$ cat src/rtl/pipe_stage_reg_pkg.sv
// pipe_stage_reg_pkg -- shared stall indices, NOP constants and occupancy encoding. Rev 1.0
`default_nettype none

package pipe_stage_reg_pkg;

  // Widest payload/write-enable field these constants can be sliced to.
  localparam int unsigned c_max_w = 1024;

  localparam int unsigned c_stall_if  = 0;
  localparam int unsigned c_stall_id  = 1;
  localparam int unsigned c_stall_ex  = 2;
  localparam int unsigned c_stall_mem = 3;
  localparam int unsigned c_stall_wb  = 4;
  localparam int unsigned c_stall_ret = 5;

  localparam logic [c_max_w-1:0] c_zero_word     = '0;
  localparam logic [c_max_w-1:0] c_write_disable = '0;
  localparam logic [c_max_w-1:0] c_nop_payload   = c_zero_word;

  typedef enum logic [1:0] {
    OCC_EMPTY = 2'd0,
    OCC_ONE   = 2'd1,
    OCC_TWO   = 2'd2
  } occ_e;

endpackage

`default_nettype wire

$ cat src/rtl/pipe_stage_reg_if.sv
// pipe_stage_reg_if -- upstream/downstream handshake bundle for one pipeline stage. Rev 1.0
`default_nettype none

interface pipe_stage_reg_if #(
  parameter int DATA_W = 134,
  parameter int WE_W   = 5
);
  logic              in_valid;
  logic [WE_W-1:0]   in_we;
  logic [DATA_W-1:0] in_data;
  logic              in_ready;
  logic              out_valid;
  logic [WE_W-1:0]   out_we;
  logic [DATA_W-1:0] out_data;
  logic              out_ready;

  modport master (
    output in_valid, in_we, in_data, out_ready,
    input  in_ready, out_valid, out_we, out_data
  );

  modport slave (
    input  in_valid, in_we, in_data, out_ready,
    output in_ready, out_valid, out_we, out_data
  );
endinterface

`default_nettype wire

$ cat src/rtl/pipe_stage_reg_slot.sv
// pipe_slot -- one valid/we/data holding register with load, clear and hold. Rev 1.0
`default_nettype none

module pipe_slot
  import pipe_stage_reg_pkg::*;
#(
  parameter int DATA_W = 134,
  parameter int WE_W   = 5
) (
  input  logic              clk,
  input  logic              rst,
  input  logic              load,
  input  logic              clear,
  input  logic              valid_in,
  input  logic [WE_W-1:0]   we_in,
  input  logic [DATA_W-1:0] data_in,
  output logic              valid,
  output logic [WE_W-1:0]   we,
  output logic [DATA_W-1:0] data
);

  logic              valid_q, valid_d;
  logic [WE_W-1:0]   we_q, we_d;
  logic [DATA_W-1:0] data_q, data_d;

  // Clear wins over load so a flushed slot always returns to NOP content.
  always_comb begin
    valid_d = valid_q;
    we_d    = we_q;
    data_d  = data_q;
    if (clear) begin
      valid_d = 1'b0;
      we_d    = c_write_disable[WE_W-1:0];
      data_d  = c_nop_payload[DATA_W-1:0];
    end else if (load) begin
      valid_d = valid_in;
      we_d    = we_in;
      data_d  = data_in;
    end
  end

  always_ff @(posedge clk) begin
    if (rst) begin
      valid_q <= 1'b0;
      we_q    <= c_write_disable[WE_W-1:0];
      data_q  <= c_zero_word[DATA_W-1:0];
    end else begin
      valid_q <= valid_d;
      we_q    <= we_d;
      data_q  <= data_d;
    end
  end

  assign valid = valid_q;
  assign we    = we_q;
  assign data  = data_q;

endmodule

`default_nettype wire

$ cat src/rtl/pipe_stage_reg.sv
// pipe_stage_reg -- two-entry (main + skid) pipeline stage register with stall/flush and bubble counter. Rev 1.0
`default_nettype none

module pipe_stage_reg
  import pipe_stage_reg_pkg::*;
#(
  parameter int DATA_W  = 134,
  parameter int WE_W    = 5,
  parameter int STALL_W = 6,
  parameter int STAGE   = c_stall_wb,
  parameter int CNT_W   = 16
) (
  input  logic               clk,
  input  logic               rst,
  input  logic [STALL_W-1:0] stall,
  input  logic               flush,
  pipe_stage_reg_if.slave    bus,
  output logic [1:0]         occupancy,
  output logic [CNT_W-1:0]   bubble_cnt
);

  occ_e             state_q, state_d;
  logic             in_ready_q, in_ready_d;
  logic [CNT_W-1:0] bubble_cnt_q, bubble_cnt_d;

  logic              push, pop;
  logic              main_load, main_clear, main_from_skid;
  logic              skid_load, skid_clear;
  logic              main_valid, skid_valid;
  logic [WE_W-1:0]   main_we, skid_we, main_we_in;
  logic [DATA_W-1:0] main_data, skid_data, main_data_in;

  assign push = bus.in_valid & in_ready_q & ~stall[STAGE] & ~flush;
  assign pop  = main_valid & bus.out_ready & ~stall[STAGE+1];

  always_ff @(posedge clk) begin
    if (rst) begin
      state_q      <= OCC_EMPTY;
      in_ready_q   <= 1'b1;
      bubble_cnt_q <= '0;
    end else begin
      state_q      <= state_d;
      in_ready_q   <= in_ready_d;
      bubble_cnt_q <= bubble_cnt_d;
    end
  end

  always_comb begin
    state_d = state_q;
    if (flush) begin
      state_d = OCC_EMPTY;
    end else begin
      case (state_q)
        OCC_EMPTY: if (push) state_d = OCC_ONE;
        OCC_ONE: begin
          if (push && !pop)      state_d = OCC_TWO;
          else if (pop && !push) state_d = OCC_EMPTY;
        end
        OCC_TWO:   if (pop) state_d = OCC_ONE;
        default:   state_d = OCC_EMPTY;
      endcase
    end
    in_ready_d = (state_d != OCC_TWO);
  end

  // Slot controls: the skid slot only ever refills main, never the output directly.
  always_comb begin
    main_load      = 1'b0;
    main_clear     = 1'b0;
    main_from_skid = 1'b0;
    skid_load      = 1'b0;
    skid_clear     = 1'b0;
    if (flush) begin
      main_clear = 1'b1;
      skid_clear = 1'b1;
    end else begin
      case (state_q)
        OCC_EMPTY: main_load = push;
        OCC_ONE: begin
          if (push && pop)  main_load  = 1'b1;
          else if (push)    skid_load  = 1'b1;
          else if (pop)     main_clear = 1'b1;
        end
        OCC_TWO: begin
          if (pop) begin
            main_load      = 1'b1;
            main_from_skid = 1'b1;
            skid_clear     = 1'b1;
          end
        end
        default: begin
          main_clear = 1'b1;
          skid_clear = 1'b1;
        end
      endcase
    end
  end

  always_comb begin
    bubble_cnt_d = bubble_cnt_q;
    if (!main_valid && (bubble_cnt_q != {CNT_W{1'b1}}))
      bubble_cnt_d = bubble_cnt_q + CNT_W'(1);
  end

  assign main_we_in   = main_from_skid ? skid_we   : bus.in_we;
  assign main_data_in = main_from_skid ? skid_data : bus.in_data;

  pipe_slot #(.DATA_W(DATA_W), .WE_W(WE_W)) u_main_slot (
    .clk      (clk),
    .rst      (rst),
    .load     (main_load),
    .clear    (main_clear),
    .valid_in (1'b1),
    .we_in    (main_we_in),
    .data_in  (main_data_in),
    .valid    (main_valid),
    .we       (main_we),
    .data     (main_data)
  );

  pipe_slot #(.DATA_W(DATA_W), .WE_W(WE_W)) u_skid_slot (
    .clk      (clk),
    .rst      (rst),
    .load     (skid_load),
    .clear    (skid_clear),
    .valid_in (1'b1),
    .we_in    (bus.in_we),
    .data_in  (bus.in_data),
    .valid    (skid_valid),
    .we       (skid_we),
    .data     (skid_data)
  );

  assign bus.in_ready  = in_ready_q;
  assign bus.out_valid = main_valid;
  assign bus.out_we    = main_we;
  assign bus.out_data  = main_data;
  assign occupancy     = {skid_valid, main_valid & ~skid_valid};
  assign bubble_cnt    = bubble_cnt_q;

endmodule

`default_nettype wire

$ cat src/flat_wrapper.sv
// flat-port wrapper written by rule: the top's interface ports become plain ports
module pipe_stage_reg_flat import pipe_stage_reg_pkg::*;
#(
  parameter int DATA_W  = 134,
  parameter int WE_W    = 5,
  parameter int STALL_W = 6,
  parameter int STAGE   = c_stall_wb,
  parameter int CNT_W   = 16
)
  (clk, rst, stall, flush, occupancy, bubble_cnt, bus_in_valid, bus_in_we, bus_in_data, bus_out_ready, bus_in_ready, bus_out_valid, bus_out_we, bus_out_data);
  pipe_stage_reg_if #(.DATA_W(DATA_W), .WE_W(WE_W)) bus_i ();
  input  logic clk;
  input  logic rst;
  input  logic [STALL_W-1:0] stall;
  input  logic flush;
  output logic [1:0] occupancy;
  output logic [CNT_W-1:0] bubble_cnt;
  input wire logic [$bits(bus_i.in_valid)-1:0] bus_in_valid;
  input wire logic [$bits(bus_i.in_we)-1:0] bus_in_we;
  input wire logic [$bits(bus_i.in_data)-1:0] bus_in_data;
  input wire logic [$bits(bus_i.out_ready)-1:0] bus_out_ready;
  output wire logic [$bits(bus_i.in_ready)-1:0] bus_in_ready;
  output wire logic [$bits(bus_i.out_valid)-1:0] bus_out_valid;
  output wire logic [$bits(bus_i.out_we)-1:0] bus_out_we;
  output wire logic [$bits(bus_i.out_data)-1:0] bus_out_data;
  assign bus_i.in_valid = bus_in_valid;
  assign bus_i.in_we = bus_in_we;
  assign bus_i.in_data = bus_in_data;
  assign bus_i.out_ready = bus_out_ready;
  assign bus_in_ready = bus_i.in_ready;
  assign bus_out_valid = bus_i.out_valid;
  assign bus_out_we = bus_i.out_we;
  assign bus_out_data = bus_i.out_data;
  pipe_stage_reg #(.DATA_W(DATA_W), .WE_W(WE_W), .STALL_W(STALL_W), .STAGE(STAGE), .CNT_W(CNT_W)) u_core (.clk(clk), .rst(rst), .stall(stall), .flush(flush), .bus(bus_i), .occupancy(occupancy), .bubble_cnt(bubble_cnt));
endmodule
$ cat config.mk
export PLATFORM = sky130hd
export DESIGN_NAME = pipe_stage_reg_flat
export DESIGN_NICKNAME = d
export VERILOG_FILES = /design/src/rtl/pipe_stage_reg_pkg.sv /design/src/rtl/pipe_stage_reg_if.sv /design/src/rtl/pipe_stage_reg_slot.sv /design/src/rtl/pipe_stage_reg.sv /design/src/flat_wrapper.sv
export SDC_FILE = /design/constraint.sdc
export NUM_CORES = 1
export LEC_CHECK = 0
export CAP_MARGIN = 0
export CORE_MARGIN = 2
export CORE_UTILIZATION = 48
export DETAILED_ROUTE_END_ITERATION = 10
export HOLD_SLACK_MARGIN = 0.1
export PLACE_DENSITY = 0.88
export SLEW_MARGIN = 5
export SYNTH_ARGS = -nofsm -noshare
export SYNTH_HDL_FRONTEND = slang
export SYNTH_SLANG_ARGS = --single-unit
export TNS_END_PERCENT = 5
$ cat constraint.sdc
create_clock -name clk -period 1.8 [get_ports clk]
set_input_delay 0.36 -clock clk [delete_from_list [all_inputs] [get_ports clk]]
set_output_delay 0.36 -clock clk [all_outputs]
set_load 0.02 [all_outputs]
==> run metrics <==
Post-Layout Inst Area 16700 um^2; DRC viols 0; P_leak 6.30 nW; vias in the first global route 11292; Mapped Cells 1367; Sw Share 23.2%; fraction of layout cells with a size suffix above 1 12.5%; mapped cell area ~11000 um^2; first-pass detailed-route iteration total 6; GRT Total Usage 28.1%; Comb power frac 8.6%; remaining antenna violation count after routing 0; synth unique cells between 40 and 50; total CTS buffers 29; number of max-slew violations in the final report 0; Tmin final 1.83 ns; routability cong. 0.854; initial core utilization 48.9%; Seq cells post-synth 299; first-pass GRT wire length 57.6 mm; largest net degree at the start of global routing 67; Synth Flop Type dfxtp_1; nets about 1800; routed vias 11957; Peak VDD IR 0.651 mV; Setup Skew roughly 0.016 ns; global route total overflow 0; ys async rst share 0%; clock sink total around 300; most frequent cells in the layout 295 x dfxtp_1, 284 x nand2_1, 158 x dlygate4sd2_1; Syn Nets 1518; PD cells 855 nW/um^2; Worst slew margin 68.4%; Core ar. 23400 um^2; crit start category register; clock share of power 44.1%; Crit Path Category register to register; area of the die between 20000 and 30000 um^2; H-Tree Depth 1; worst slew pin tran 0.469 ns; Sw Pwr 3.32 mW; pre-CTS WS -0.504 ns; Worst Setup Slack, final -0.0314 ns; critical path arrival approximately 2.3 ns; Filler cells roughly 1700; routed wire length per instance 19.0 um; 1st-iter DRT viols 1132; initial antenna violation count 4; Cell Count, Final, Fillers Out 2022; Hold/Removal Path Class input pin to register; vias per cell 5.91; Hold Vio Cnt, Final 0; synthesized area per cell 8.37 um^2; EDFF count, synth 0; Die Width 158 um; Layout area overhead 46.0%; final worst-path cycle share 102%; register clock-pin slew on the reported worst setup and hold paths 0.07 ns; status finished with violations; Data required, critical path roughly 2.2 ns; Worst setup EP type register; row cnt 56; port bufs between 300 and 400; Die Y 158 um; setup tns final -0.183 ns; Reg power frac 47.3%; maximum fanout along the worst path 16; sequential fraction of the synthesis area 52.3%; fmax 546 MHz; CTS tree done; clock buffer depth 3; Overall Power 14.3 mW; number of placed cells counting well taps slightly below 2000; Synth warnings 0; Root Driver clkbuf_16; internal power 11.0 mW; maxcap violations 0; number of I/O pins 309; commonest non-fill, non-tap cell in the layout dfxtp_1; hold_buf cts 0; Final setup viols 16; Post-DP HPWL 24.1 mm; RSZ-0062 raised after global routing true; Skew-Pair Late Insertion Delay 0.55 ns; final wirelength 38.4 mm; Area after DPL 15500 um^2; violated checks negative setup slack
power groups by stage:
| stage | combinational [mW] | clock (mW) | sequential, mW |
|---|---|---|---|
| 3_5_place_dp | 1.20 | 0 | 6.90 |
| 3_3_place_gp | 1.18 | 0 | 6.90 |
| 4_1_cts | 1.16 | 6.34 | 6.75 |
| 5_1_grt | 1.29 | 6.61 | 6.75 |
| 6_report | 1.23 | 6.30 | 6.75 |
| 2_1_floorplan | 0.350 | 0 | 6.99 |
final timing paths:
check | startpoint | to | slack [ns] | cells past startpoint
max | u_core.u_main_slot.valid | u_core.u_main_slot.data[68] | -0.03 | 8
min | bus_in_data[108] | u_core.u_skid_slot.data[108] | 0.39 | 3
max reg2reg | u_core.u_main_slot.valid | u_core.u_main_slot.data[68] | -0.03 | 8
min reg2reg | u_core.u_skid_slot.data[115] | u_core.u_skid_slot.data[115] | 0.46 | 2
state kept, by name, indices dropped and copies added (netlist names):
| register | flops |
|---|---|
| u_core.bubble_cnt | 16 |
| u_core.state_q | 2 |
| u_core.u_skid_slot.we | 5 |
| u_core.u_skid_slot.valid | 1 |
| u_core.u_main_slot.we | 5 |
| u_core.u_main_slot.valid | 1 |
| u_core.u_skid_slot.data | 134 |
| u_core.bus.in_ready | 1 |
| u_core.u_main_slot.data | 134 |
logic make-up after synthesis:
group,Yosys count,share of synthesized area (%)
muxes,3,0.284
AOI/OAI and AO/OA,449,24.7
buffers and inverters,131,5.31
DFF,299,52.3
and+or+nand+nor,481,17.1
xor gates and xnor gates,3,0.230
adders and majority gates,1,0.109
metrics by stage:
step	utilization, %	hold slack (ns)
global route	71.4	0.386
CTS	69.7	0.367
floorplan	-	0.436
detailed placement	66.2	0.446
finish	71.4	0.392
global placement	66.2	0.441
synthesized netlist by cell type, types with 2 or more instances:
master	instances	area share [%]
dfxtp_1	299	52
nand2_1	285	9.3
nor2_1	154	5.1
a21oi_1	151	6.6
a211oi_1	140	9.2
o22ai_1	139	7.6
buf_2	60	2.6
clkbuf_1	48	1.6
buf_4	11	0.72
buf_1	7	0.23
nand4_1	7	0.38
or3_1	7	0.38
o21ai_0	6	0.26
inv_1	5	0.16
nand3_1	4	0.17
nor2b_1	3	0.16
nor3_1	3	0.13
nor4_1	3	0.16
o31ai_1	3	0.20
and3b_1	2	0.15
and4_1	2	0.15
mux2_2	2	0.20
nand3b_1	2	0.13
o211ai_1	2	0.13
o41ai_1	2	0.15
or4_1	2	0.13
xnor2_1	2	0.15
per-layer routing:
layer  vias up  track usage, %  part of all wire, %
met3       140            5.36                  8.5
met1      5688            34.2                   38
met5         -               0                    0
met4         0            12.4                  4.4
li1       5478               -                    -
met2       651            48.4                   49
worst max-delay path: stages (launching register included):
cell and delay (ns):
dfxtp_4 0.38, nand3b_1 0.19, buf_6 0.19, nor3_4 0.21
buf_12 0.14, buf_12 0.15, buf_12 0.15, nor2_1 0.05
a211oi_1 0.26
what timing repair did:
action                                  4_1_cts  5_1_grt
cloned                                        0        3
setup buffers                                 0        6
pin swaps                                     3       31
gates resized for setup                     164       52
endpoints found under the setup margin      169      131
layout make-up:
| class | instances | area (um^2) | area share (%) |
|---|---|---|---|
| multi-input cells | 937 | 5100 | 30.5 |
| inverters | 5 | 18.8 | 0.112 |
| diodes | 5 | 12.5 | 0.0749 |
| flip-flops and latches | 299 | 5990 | 35.9 |
| clock buffers | 37 | 816 | 4.88 |
| clock inverters | 17 | 181 | 1.09 |
| repair buffers | 403 | 4190 | 25.1 |
| well taps | 319 | 399 | 2.39 |
(Power assumes the default switching activity.)
